==> src/rtl/sirv_tl_repeater_cnt.sv <==
// TileLink A-channel beat repeater: passes beats through, or captures one and replays it
// while io_repeat is held (level mode) or a fixed 1+R times (count mode).
module sirv_tl_repeater_cnt #(
    parameter int SRC_W  = 2,
    parameter int ADDR_W = 30,
    parameter int DATA_W = 32,
    parameter int CNT_W  = 4
) (
    input  logic                clock,
    input  logic                reset,
    input  logic                io_repeat,
    input  logic [CNT_W-1:0]    io_repeat_cnt,
    input  logic                io_flush,
    output logic                io_full,
    output logic [CNT_W-1:0]    io_remaining,
    output logic                io_enq_ready,
    input  logic                io_enq_valid,
    input  logic [2:0]          io_enq_bits_opcode,
    input  logic [2:0]          io_enq_bits_param,
    input  logic [2:0]          io_enq_bits_size,
    input  logic [SRC_W-1:0]    io_enq_bits_source,
    input  logic [ADDR_W-1:0]   io_enq_bits_address,
    input  logic [DATA_W/8-1:0] io_enq_bits_mask,
    input  logic [DATA_W-1:0]   io_enq_bits_data,
    input  logic                io_deq_ready,
    output logic                io_deq_valid,
    output logic [2:0]          io_deq_bits_opcode,
    output logic [2:0]          io_deq_bits_param,
    output logic [2:0]          io_deq_bits_size,
    output logic [SRC_W-1:0]    io_deq_bits_source,
    output logic [ADDR_W-1:0]   io_deq_bits_address,
    output logic [DATA_W/8-1:0] io_deq_bits_mask,
    output logic [DATA_W-1:0]   io_deq_bits_data
);

    // Handshakes: a beat transfers on a cycle where valid and ready are both high; valid
    // never depends on ready of the same channel, and a held beat stays stable until taken.
    typedef enum logic {IDLE = 1'b0, HOLD = 1'b1} state_t;

    state_t              state_q, state_d;
    logic                cmode_q, cmode_d;
    logic [CNT_W-1:0]    remaining_q, remaining_d;
    logic [2:0]          saved_opcode_q, saved_opcode_d;
    logic [2:0]          saved_param_q, saved_param_d;
    logic [2:0]          saved_size_q, saved_size_d;
    logic [SRC_W-1:0]    saved_source_q, saved_source_d;
    logic [ADDR_W-1:0]   saved_address_q, saved_address_d;
    logic [DATA_W/8-1:0] saved_mask_q, saved_mask_d;
    logic [DATA_W-1:0]   saved_data_q, saved_data_d;

    logic enq_fire;
    logic deq_fire;

    always_comb begin
        state_d         = state_q;
        cmode_d         = cmode_q;
        remaining_d     = remaining_q;
        saved_opcode_d  = saved_opcode_q;
        saved_param_d   = saved_param_q;
        saved_size_d    = saved_size_q;
        saved_source_d  = saved_source_q;
        saved_address_d = saved_address_q;
        saved_mask_d    = saved_mask_q;
        saved_data_d    = saved_data_q;

        io_full             = (state_q == HOLD);
        io_remaining        = remaining_q;
        io_enq_ready        = io_deq_ready;
        io_deq_valid        = io_enq_valid;
        io_deq_bits_opcode  = io_enq_bits_opcode;
        io_deq_bits_param   = io_enq_bits_param;
        io_deq_bits_size    = io_enq_bits_size;
        io_deq_bits_source  = io_enq_bits_source;
        io_deq_bits_address = io_enq_bits_address;
        io_deq_bits_mask    = io_enq_bits_mask;
        io_deq_bits_data    = io_enq_bits_data;

        if (state_q == HOLD) begin
            io_enq_ready        = 1'b0;
            io_deq_valid        = 1'b1;
            io_deq_bits_opcode  = saved_opcode_q;
            io_deq_bits_param   = saved_param_q;
            io_deq_bits_size    = saved_size_q;
            io_deq_bits_source  = saved_source_q;
            io_deq_bits_address = saved_address_q;
            io_deq_bits_mask    = saved_mask_q;
            io_deq_bits_data    = saved_data_q;
        end

        enq_fire = io_enq_ready & io_enq_valid;
        deq_fire = io_deq_ready & io_deq_valid;

        case (state_q)
            IDLE: begin
                // The capturing beat's first emission is this same passthrough transfer.
                if (enq_fire && io_repeat) begin
                    state_d         = HOLD;
                    cmode_d         = (io_repeat_cnt != '0);
                    remaining_d     = io_repeat_cnt;
                    saved_opcode_d  = io_enq_bits_opcode;
                    saved_param_d   = io_enq_bits_param;
                    saved_size_d    = io_enq_bits_size;
                    saved_source_d  = io_enq_bits_source;
                    saved_address_d = io_enq_bits_address;
                    saved_mask_d    = io_enq_bits_mask;
                    saved_data_d    = io_enq_bits_data;
                end
            end
            HOLD: begin
                if (io_flush) begin
                    state_d     = IDLE;
                    cmode_d     = 1'b0;
                    remaining_d = '0;
                end else if (cmode_q) begin
                    // Guard on <=1 so the counter can never wrap below zero.
                    if (deq_fire) begin
                        if (remaining_q <= CNT_W'(1)) begin
                            state_d     = IDLE;
                            cmode_d     = 1'b0;
                            remaining_d = '0;
                        end else begin
                            remaining_d = remaining_q - CNT_W'(1);
                        end
                    end
                end else if (deq_fire && !io_repeat) begin
                    state_d = IDLE;
                end
            end
            default: state_d = IDLE;
        endcase
    end

    always_ff @(posedge clock) begin
        if (reset) begin
            state_q         <= IDLE;
            cmode_q         <= 1'b0;
            remaining_q     <= '0;
            saved_opcode_q  <= '0;
            saved_param_q   <= '0;
            saved_size_q    <= '0;
            saved_source_q  <= '0;
            saved_address_q <= '0;
            saved_mask_q    <= '0;
            saved_data_q    <= '0;
        end else begin
            state_q         <= state_d;
            cmode_q         <= cmode_d;
            remaining_q     <= remaining_d;
            saved_opcode_q  <= saved_opcode_d;
            saved_param_q   <= saved_param_d;
            saved_size_q    <= saved_size_d;
            saved_source_q  <= saved_source_d;
            saved_address_q <= saved_address_d;
            saved_mask_q    <= saved_mask_d;
            saved_data_q    <= saved_data_d;
        end
    end

endmodule

==> config.mk <==
export PLATFORM = sky130hd
export DESIGN_NAME = sirv_tl_repeater_cnt
export DESIGN_NICKNAME = d
export VERILOG_FILES = /design/src/rtl/sirv_tl_repeater_cnt.sv
export SDC_FILE = /design/constraint.sdc
export NUM_CORES = 1
export LEC_CHECK = 0
export ABC_CLOCK_PERIOD_IN_PS = 1610
export BUFFER_PORTS_ARGS = -buffer_cell sky130_fd_sc_hd__clkbuf_2
export CORE_MARGIN = 4
export CORE_UTILIZATION = 48
export CTS_CLUSTER_SIZE = 40
export DETAILED_ROUTE_END_ITERATION = 10
export HOLD_SLACK_MARGIN = 0.06
export PLACE_DENSITY = 0.81
export SLEW_MARGIN = 25
export SYNTH_ARGS = -nofsm -noshare
export SYNTH_HDL_FRONTEND = slang
export SYNTH_SLANG_ARGS = --single-unit
==> constraint.sdc <==
create_clock -name clock -period 1.61 [get_ports clock]
set_input_delay 0.0805 -clock clock [delete_from_list [all_inputs] [get_ports clock]]
set_output_delay 0.0805 -clock clock [all_outputs]
set_load 0.02 [all_outputs]
==> results.json <==
{
  "outcome": "complete, but fails checks",
  "violations": "setup timing",
  "hold_path_depth": 2,
  "synth_ff_type": "dfxtp_1",
  "grt_pass1_vias": 4423,
  "seqPwrFrac_pct": 44.4,
  "hold_path.startpoint": "io_deq_ready",
  "synth_nets": 563,
  "cp.required_ps": 1530,
  "ys_ff_latch": 83,
  "cts_tree": "yes",
  "reg2reg_depth": 6,
  "synth_area_leaders": "dfxtp_1, mux2_2, nand2_1, a21oi_1, clkbuf_1",
  "startpoint_type": "flip-flop",
  "regArea_um2": 1673,
  "die_x_um": 98.96,
  "chipHeight_um": 98.96,
  "r2r_end": "io_remaining[0]",
  "hold_viol": 0,
  "synth_top_area_cell": "dfxtp_1",
  "power.switching_uw": 1380,
  "power_frac_clock_pct": 32.8,
  "routed_wl_mm": 13.72,
  "drc_errors": 0,
  "holdPathEnd": "io_full",
  "ios": 171,
  "period_needed_ps": 1643,
  "wl_met1_mm": 4.849,
  "top_layer_used": "met4",
  "drtAntennaViolNets": 0,
  "synth_edf_count": 0,
  "vias": 4445,
  "fillers": 520,
  "synth_top_family_by_area": "multiplexers",
  "htree_levels": 3,
  "power.total_uw": 4895,
  "via_per_inst": 5.368,
  "drv_cap": 0,
  "grt_use_total_pct": 26.20,
  "worstMarginPinSlew_ps": 392.6,
  "irDropWorstVdd_uv": 438.6,
  "clk_latency_ps": 340,
  "grt_max_degree": 41,
  "p_sw_share_pct": 28.20,
  "antenna_found_initial": 0,
  "numCtsBuffers": 9,
  "yosysTopAreaCellShare_pct": 41.84,
  "gr-total-overflow": 0,
  "diodes": 0,
  "worstPathArrival_ps": 1560,
  "place_congestion": 0.9232,
  "wl_per_cell_um": 16.57,
  "area_growth_pct": 54.00,
  "drive_above_1_share_pct": 40.63,
  "first_pass_iters": 7,
  "nets": 810,
  "power.combinational.fraction_pct": 22.8,
  "regToRegSetupSlack_ps": -30,
  "worstSetupPathType": "flip-flop to output port",
  "fin_skew_ps": 11.30,
  "seq_area_frac_synth_pct": 41.84,
  "row_count": 32,
  "async_flop_share_pct": 0,
  "finalMaxSlewViolations": 0,
  "grt_pass1_wl_mm": 21.00,
  "p_leak_uw": 0.002579,
  "yosysWarnings": 0,
  "avgSynthCellArea_um2": 8.378,
  "path_clk_slew_ps": 80,
  "initial_utilization_pct": 50.35,
  "crit_path_end_kind": "output port",
  "hp-class": "input port to flip-flop",
  "yosysUniqueCellTypes": 32,
  "cts_buffer_depth": 2,
  "port-buffer-count": 170,
  "synth_compound_area_share_pct": 12.85,
  "path_max_fanout": 15,
  "max_freq_mhz": 608.8,
  "reg2reg_from": "io_remaining[1]",
  "relSlewSlack_pct": 73.82,
  "clock-sinks": 83,
  "setup_violations": 33,
  "period_share_pct": 102.0,
  "synthAdderAreaFrac_pct": 0.6301,
  "cts-root-buf": "clkbuf_8",
  "utilization_pct": 77.54,
  "synth_xor_area_share_pct": 0.2205,
  "die_area_um2": 9793,
  "place_hpwl_mm": 7.727,
  "netlist_area_um2": 3971,
  "rsz0062_at_grt": "yes",
  "setup_slack_ps": -32.60,
  "muxShareOfSynthArea_pct": 21.83,
  "internal_power_uw": 3514,
  "synthSimpleGateAreaFrac_pct": 17.99,
  "wl_met3_um": 868,
  "multi_input_comb_area_um2": 2143,
  "power.density_nw_per_um2": 800.3,
  "synth_cells": 474,
  "wl_met2_mm": 7.189,
  "drtIter0Drc": 203,
  "core_um2": 7888
}
==> critical path, stage by stage (launching register included) <==
cell and delay (ps):
dfxtp_4 410, bufbuf_16 310, mux2_2 350, clkbuf_2 160
==> cell usage after synthesis, types with 2 or more instances <==
cell      number
a21oi_1       80
clkbuf_1      17
nor2_1         7
nor2b_1        3
mux2_2        77
buf_4          6
a31oi_1        2
nor3_1         2
ha_1           2
a311oi_1       2
nand2_1      158
dfxtp_1       83
buf_2         12
inv_1          4
or3_1          2
==> sequential cells by signal, summed over array words and instances (netlist names) <==
register	flops
saved_data_q	32
io_remaining	4
saved_address_q	30
saved_mask_q	4
saved_size_q	3
saved_source_q	2
io_full	1
saved_opcode_q	3
cmode_q	1
saved_param_q	3
==> how the worst max path moves through the flow <==
stage / to / from / slack (ps)
after floorplan: io_remaining[3] / io_remaining[0] / 90
after detailed placement: io_remaining[0] / io_remaining[0] / 50
after global routing: io_deq_bits_data[3] / io_full / -80
after CTS: saved_mask_q[3] / io_full / -50
final: io_deq_bits_data[3] / io_full / -30
after global placement: io_remaining[3] / io_remaining[0] / 120
==> cell usage in the layout, fill, tap and decap left out, drive strengths merged <==
cell,Yosys,layout
nand3,1,1
a32o,1,1
clkinv,0,3
nor3,3,3
a21oi,81,81
or3,2,2
o31a,1,1
clkbuf,17,156
bufinv,0,1
mux2,77,77
a311oi,3,3
o22ai,1,1
buf,18,47
nand2,158,158
nand2b,1,1
nor2b,3,3
xnor2,1,1
or2,1,1
bufbuf,0,1
a31oi,2,2
ha,2,2
dlygate4sd3,0,79
o21ai,1,1
o31ai,1,1
nor4,1,1
nand4b,1,1
dfxtp,83,83
a2111o,1,1
a21o,1,1
nor2,8,8
inv,4,4
==> logic make-up (layout without fill, tap and decap cells) <==
| family | after synthesis | count (layout) |
|---|---|---|
| buffers and inverters | 39 | 291 |
| AND/OR/NAND/NOR | 179 | 179 |
| flip-flops | 83 | 83 |
| multiplexers | 77 | 77 |
| XOR/XNOR | 1 | 1 |
| adder cells (fa/ha/maj) | 2 | 2 |
| AO/OA/AOI/OAI | 93 | 93 |
==> stage by stage <==
| step | setup slack [ps] | std cells | cell area, µm² | hold WS [ps] | setup TNS, ps |
|---|---|---|---|---|---|
| CTS | -47.56 | 821 | 5971 | 62.48 | -912.1 |
| finish | -32.60 | 828 | 6116 | 104.9 | -433.8 |
| global placement | 121.1 | 722 | 4900 | 312.8 | 0 |
| floorplan | 88.08 | 474 | 3974 | 216.5 | 0 |
| detailed placement | 52.66 | 722 | 4900 | 323.1 | 0 |
| global route | -75.29 | 828 | 6116 | 95.42 | -3180 |
==> routing by layer <==
metal / global-route usage (%) / vias up
li1: - / 2098
met1: 27.64 / 2014
met4: 16.81 / 0
met2: 47.47 / 256
met3: 4.671 / 77
met5: 0 / -
==> final cells by class <==
| class | count | area share (%) |
|---|---|---|
| multi-input cells | 352 | 35.05 |
| clock buffers | 12 | 2.721 |
| flip-flops and latches | 83 | 27.35 |
| repair buffers | 271 | 31.63 |
| inverters | 4 | 0.2455 |
| clock inverters | 4 | 0.9206 |
| well taps | 102 | 2.087 |
==> power by group through the flow <==
stage	clock [µW]	combinational [µW]	sequential (µW)
after floorplan	0	550	2210
after global placement	0	867	2210
after detailed placement	0	884	2220
after CTS	1630	1050	2170
after global routing	1740	1190	2180
final	1610	1120	2170
==> repair_timing <==
item                                    4_1_cts  5_1_grt
hold buffers                                 79        0
setup buffers                                 3        4
gates resized for setup                       0       44
hold endpoints to repair                     79        0
endpoints found under the setup margin       76      147
pin swaps                                     0        2
gates cloned                                  1        3
Power figures use the tool's default switching activity.
